## src/rtl/btn_debounce.sv

```systemverilog
// Push-button conditioner: 2-FF synchroniser, polarity normalisation and
// counter-based debounce with a clean level plus one-cycle press/release strobes.
module btn_debounce #(
   parameter int unsigned DEBOUNCE_CYCLES = 1000000,
   parameter bit          ACTIVE_LOW      = 1'b1
) (
   input  logic clk,
   input  logic rst,
   input  logic btn_raw,
   output logic btn_level,
   output logic btn_press,
   output logic btn_release
);

   localparam int unsigned     CNT_W   = (DEBOUNCE_CYCLES > 1) ? $clog2(DEBOUNCE_CYCLES) : 1;
   localparam logic [CNT_W-1:0] CNT_MAX = CNT_W'(DEBOUNCE_CYCLES - 1);
   // Raw pad value that corresponds to "released"; sync FFs reset to it.
   localparam logic            RAW_REL = ACTIVE_LOW ? 1'b1 : 1'b0;

   localparam logic [1:0] ST_IDLE         = 2'd0;
   localparam logic [1:0] ST_PRESS_WAIT   = 2'd1;
   localparam logic [1:0] ST_PRESSED      = 2'd2;
   localparam logic [1:0] ST_RELEASE_WAIT = 2'd3;

   logic             sync1_q, sync2_q;
   logic             pressed_c;
   logic [1:0]       state_q, state_d;
   logic [CNT_W-1:0] cnt_q, cnt_d;
   logic             level_q, level_d;
   logic             press_q, press_d;
   logic             release_q, release_d;

   // Two-stage synchroniser for the asynchronous pad input.
   always_ff @(posedge clk or negedge rst) begin
      if (!rst) begin
         sync1_q <= RAW_REL;
         sync2_q <= RAW_REL;
      end else begin
         sync1_q <= btn_raw;
         sync2_q <= sync1_q;
      end
   end

   // Normalised synced sample: 1 = pressed regardless of pad polarity.
   assign pressed_c = ACTIVE_LOW ? ~sync2_q : sync2_q;

   // State, counter and registered outputs.
   always_ff @(posedge clk or negedge rst) begin
      if (!rst) begin
         state_q   <= ST_IDLE;
         cnt_q     <= '0;
         level_q   <= 1'b0;
         press_q   <= 1'b0;
         release_q <= 1'b0;
      end else begin
         state_q   <= state_d;
         cnt_q     <= cnt_d;
         level_q   <= level_d;
         press_q   <= press_d;
         release_q <= release_d;
      end
   end

   // Next-state logic: any opposite sample in a WAIT state aborts qualification.
   always_comb begin
      state_d   = state_q;
      cnt_d     = cnt_q;
      level_d   = level_q;
      press_d   = 1'b0;
      release_d = 1'b0;
      case (state_q)
         ST_IDLE: begin
            if (pressed_c) begin
               state_d = ST_PRESS_WAIT;
               cnt_d   = '0;
            end
         end
         ST_PRESS_WAIT: begin
            if (!pressed_c) begin
               state_d = ST_IDLE;
               cnt_d   = '0;
            end else if (cnt_q == CNT_MAX) begin
               state_d = ST_PRESSED;
               cnt_d   = '0;
               level_d = 1'b1;
               press_d = 1'b1;
            end else begin
               cnt_d = cnt_q + CNT_W'(1);
            end
         end
         ST_PRESSED: begin
            if (!pressed_c) begin
               state_d = ST_RELEASE_WAIT;
               cnt_d   = '0;
            end
         end
         ST_RELEASE_WAIT: begin
            if (pressed_c) begin
               state_d = ST_PRESSED;
               cnt_d   = '0;
            end else if (cnt_q == CNT_MAX) begin
               state_d   = ST_IDLE;
               cnt_d     = '0;
               level_d   = 1'b0;
               release_d = 1'b1;
            end else begin
               cnt_d = cnt_q + CNT_W'(1);
            end
         end
         default: begin
            state_d = ST_IDLE;
            cnt_d   = '0;
            level_d = 1'b0;
         end
      endcase
   end

   assign btn_level   = level_q;
   assign btn_press   = press_q;
   assign btn_release = release_q;

endmodule
```

## config.mk

```make
export PLATFORM = sky130hd
export DESIGN_NAME = btn_debounce
export DESIGN_NICKNAME = d
export VERILOG_FILES = /design/src/rtl/btn_debounce.sv
export SDC_FILE = /design/constraint.sdc
export NUM_CORES = 1
export LEC_CHECK = 0
export ABC_CLOCK_PERIOD_IN_PS = 4800
export CAP_MARGIN = 40
export CORE_MARGIN = 2
export CORE_UTILIZATION = 40
export CTS_CLUSTER_SIZE = 40
export DETAILED_ROUTE_END_ITERATION = 12
export PLACE_DENSITY = 0.54
export SLEW_MARGIN = 10
export SYNTH_ARGS = -nofsm -noshare
export SYNTH_HDL_FRONTEND = slang
export SYNTH_SLANG_ARGS = --single-unit
export TNS_END_PERCENT = 1
```

## constraint.sdc

```tcl
create_clock -name clk -period 4.8 [get_ports clk]
set_input_delay 0.96 -clock clk [delete_from_list [all_inputs] [get_ports clk]]
set_output_delay 0.96 -clock clk [all_outputs]
set_load 0.02 [all_outputs]
```

==> out/metrics.cfg <==
[outcome]
status=completed

[drt]
drt_iter0_markers=83
wl_met1_um=1520
dr.pass1.iters=4
vias=1107
remaining_drc_errors=0
wl_met2_um=1287
wl_met3_um=81
vias_per_cell=5.677
wire_per_inst_um=15.01
top_layer=met4
wl_um=2926
ant_nets=0

[cts]
path_clk_slew_ns=0.15
post-cts-setup-buffers=0
ctsLongestPathBuffers=2
htreeDepth=1
cts_tree=yes
clock-root-buffer=clkbuf_4
cts_buffers=3
cts_resized=0
cts_hold_buf=0
clock_latency_ns=0.33
clkSinkCount=27

[synth]
synth_fp_nets=149
ys_warn_count=0
synth_top_cell_by_area=dfrtp_1
synthArstFlopShare_pct=100.0
syn_inst=145
ys_seq_elements=27
synth_cell_type_count=34
synth.cell_area_sq_um=1443
seq_area_frac_synth_pct=47.01
synth.area.top_cells=dfrtp_1 43%, a31oi_1 6.5%, nand2_1 3.9%, dfstp_2 3.6%, a21oi_1 3.1%
synth_common_cells=25 x dfrtp_1, 15 x a31oi_1, 15 x nand2_1
synth-main-ff-cell=dfrtp_1
synth_edf_count=0
synth_most_common_cell=dfrtp_1
yosysTopAreaCellShare_pct=43.37
syn_area_per_cell_sq_um=9.949

[place]
gp_congestion=0.7801
dpl_cell_area_sq_um=1513
pre_cts_ws_ns=2.740
port_buffers=5
hpwl_um=2035

[grt]
grt_use_total_pct=15.84
antenna_found_initial=0
grt_pass1_vias=1043
grt_pass1_wl_um=5119
grt_start_max_net_pins=36
grt-ovfl-total=0

[power_and_ir_drop]
p_clk_share_pct=18.4
power_mw=0.5463
internal-power_mw=0.3348
seq_power_share_pct=49.7
p_comb_share_pct=31.9
p_sw_share_pct=38.72
ir_worst_vdd_mv=0.1781
switchingPower_mw=0.2115
leakage_nw=0.6348
powerDensity_nw_per_um2=354.7

[sta]
fin_tns_setup_ns=0
maxSlewViolCount=0
slew_headroom_pct=46.70
skew_ns=0.01203
setup_viol=0
fin_crit_ns=2.307
whs_ns=0.3657
tightest_slew_ns=0.7977
hold_viol=0
fin_ws_ns=2.493
grt_setup_unrepaired=false
finalCritPeriodShare_pct=48.07
fmax_mhz=433.4

[run]
cap_violations=0

[worst_hold_path]
hold_class=flop to flop

[floorplanning]
io_pins=6
dieArea_sq_um=4103
fp.coreArea_sq_um=3390
rows=21
die_h_um=64.06
initial_core_util_pct=42.56
fp.dieW_um=64.06

[critical_path]
worstPathRequired_ns=3.84
crit_chain=clkdlybuf4s50_1
cpPeakStageDelay_ns=0.62
start_kind=flop
critical_path_buf_inv_count=1
crit_fanout=3
critPathTopFamily=buffers and inverters
cp_data_arrival_time_ns=1.35
cpMaxStageDelayCell=clkdlybuf4s50_1
crit_type=flop to primary output
critPathCaptureType=primary output

[final_layout]
syn2layout_area_growth_pct=6.765
fin_area_sq_um=1540
drive_gt1_share_pct=10.07
num-nets-final=154
diodes=0

[logic make-up after synthesis]
kind of cell	Yosys count	synth area share, %
AO/OA/AOI/OAI	37	16.83
XOR/XNOR	6	3.643
adder cells (fa/ha/maj)	1	0.8672
buffers and inverters	11	4.423
flip-flops	27	47.01
multiplexers	5	3.556
AND/OR/NAND/NOR	58	23.68
[routing by layer]
metal | track usage, % | vias up
met5 | 0 | -
met3 | 3.873 | 4
li1 | - | 544
met1 | 23.49 | 545
met4 | 3.804 | 0
met2 | 23.05 | 14
[state kept, by name, indices dropped and copies added (netlist names), named ones only]
register / count
sync1_q: 1
btn_level: 1
sync2_q: 1
state_q: 1
btn_release: 1
btn_press: 1
cnt_q: 20
[cells in the final DEF, fill, tap and decap left out, types with 5 or more instances in the layout]
master	synthesis	routed
clkdlybuf4s50_1	0	5
a21oi_1	9	9
and3_1	5	5
nand3_1	9	9
nand2_1	15	15
nand4_1	5	5
nor2_1	10	10
a31oi_1	15	15
dfrtp_1	25	25
inv_1	5	5
[per-stage QoR]
| step | util (%) | cells |
|---|---|---|
| 2_1_floorplan | - | 145 |
| 3_3_place_gp | 44.63 | 191 |
| 3_5_place_dp | 44.63 | 191 |
| 4_1_cts | 45.44 | 195 |
| 5_1_grt | 45.44 | 195 |
| 6_report | 45.44 | 195 |
[path summary, 6_finish.rpt]
check	start	to	slack, ns	depth (start not counted)
max	btn_level	btn_level	2.49	1
min	sync1_q	sync2_q	0.37	0
max reg2reg	cnt_q[0]	cnt_q[2]	2.70	6
min reg2reg	sync1_q	sync2_q	0.37	0
max in group asynchronous	rst	sync1_q	3.51	2
min in group asynchronous	rst	btn_release	0.96	2
[area by class of cell]
| class | instances | area, sq um |
|---|---|---|
| sequential | 27 | 678.2 |
| timing repair buffer | 6 | 57.56 |
| clock buffer | 3 | 22.52 |
| multi-input combinational | 107 | 700.7 |
| fill | 336 | 1849 |
| tap | 46 | 57.56 |
| clock inverter | 1 | 5.005 |
| inverter | 5 | 18.77 |
[power groups by stage]
stage                     Combinational, mW  Clock (mW)  Sequential, mW
final                                 0.174       0.100           0.272
after global routing                  0.202       0.113           0.277
after CTS                             0.176       0.104           0.272
after detailed placement              0.176           0           0.276
after global placement                0.170           0           0.276
after floorplan                       0.158           0           0.271
(Power assumes the default switching activity.)
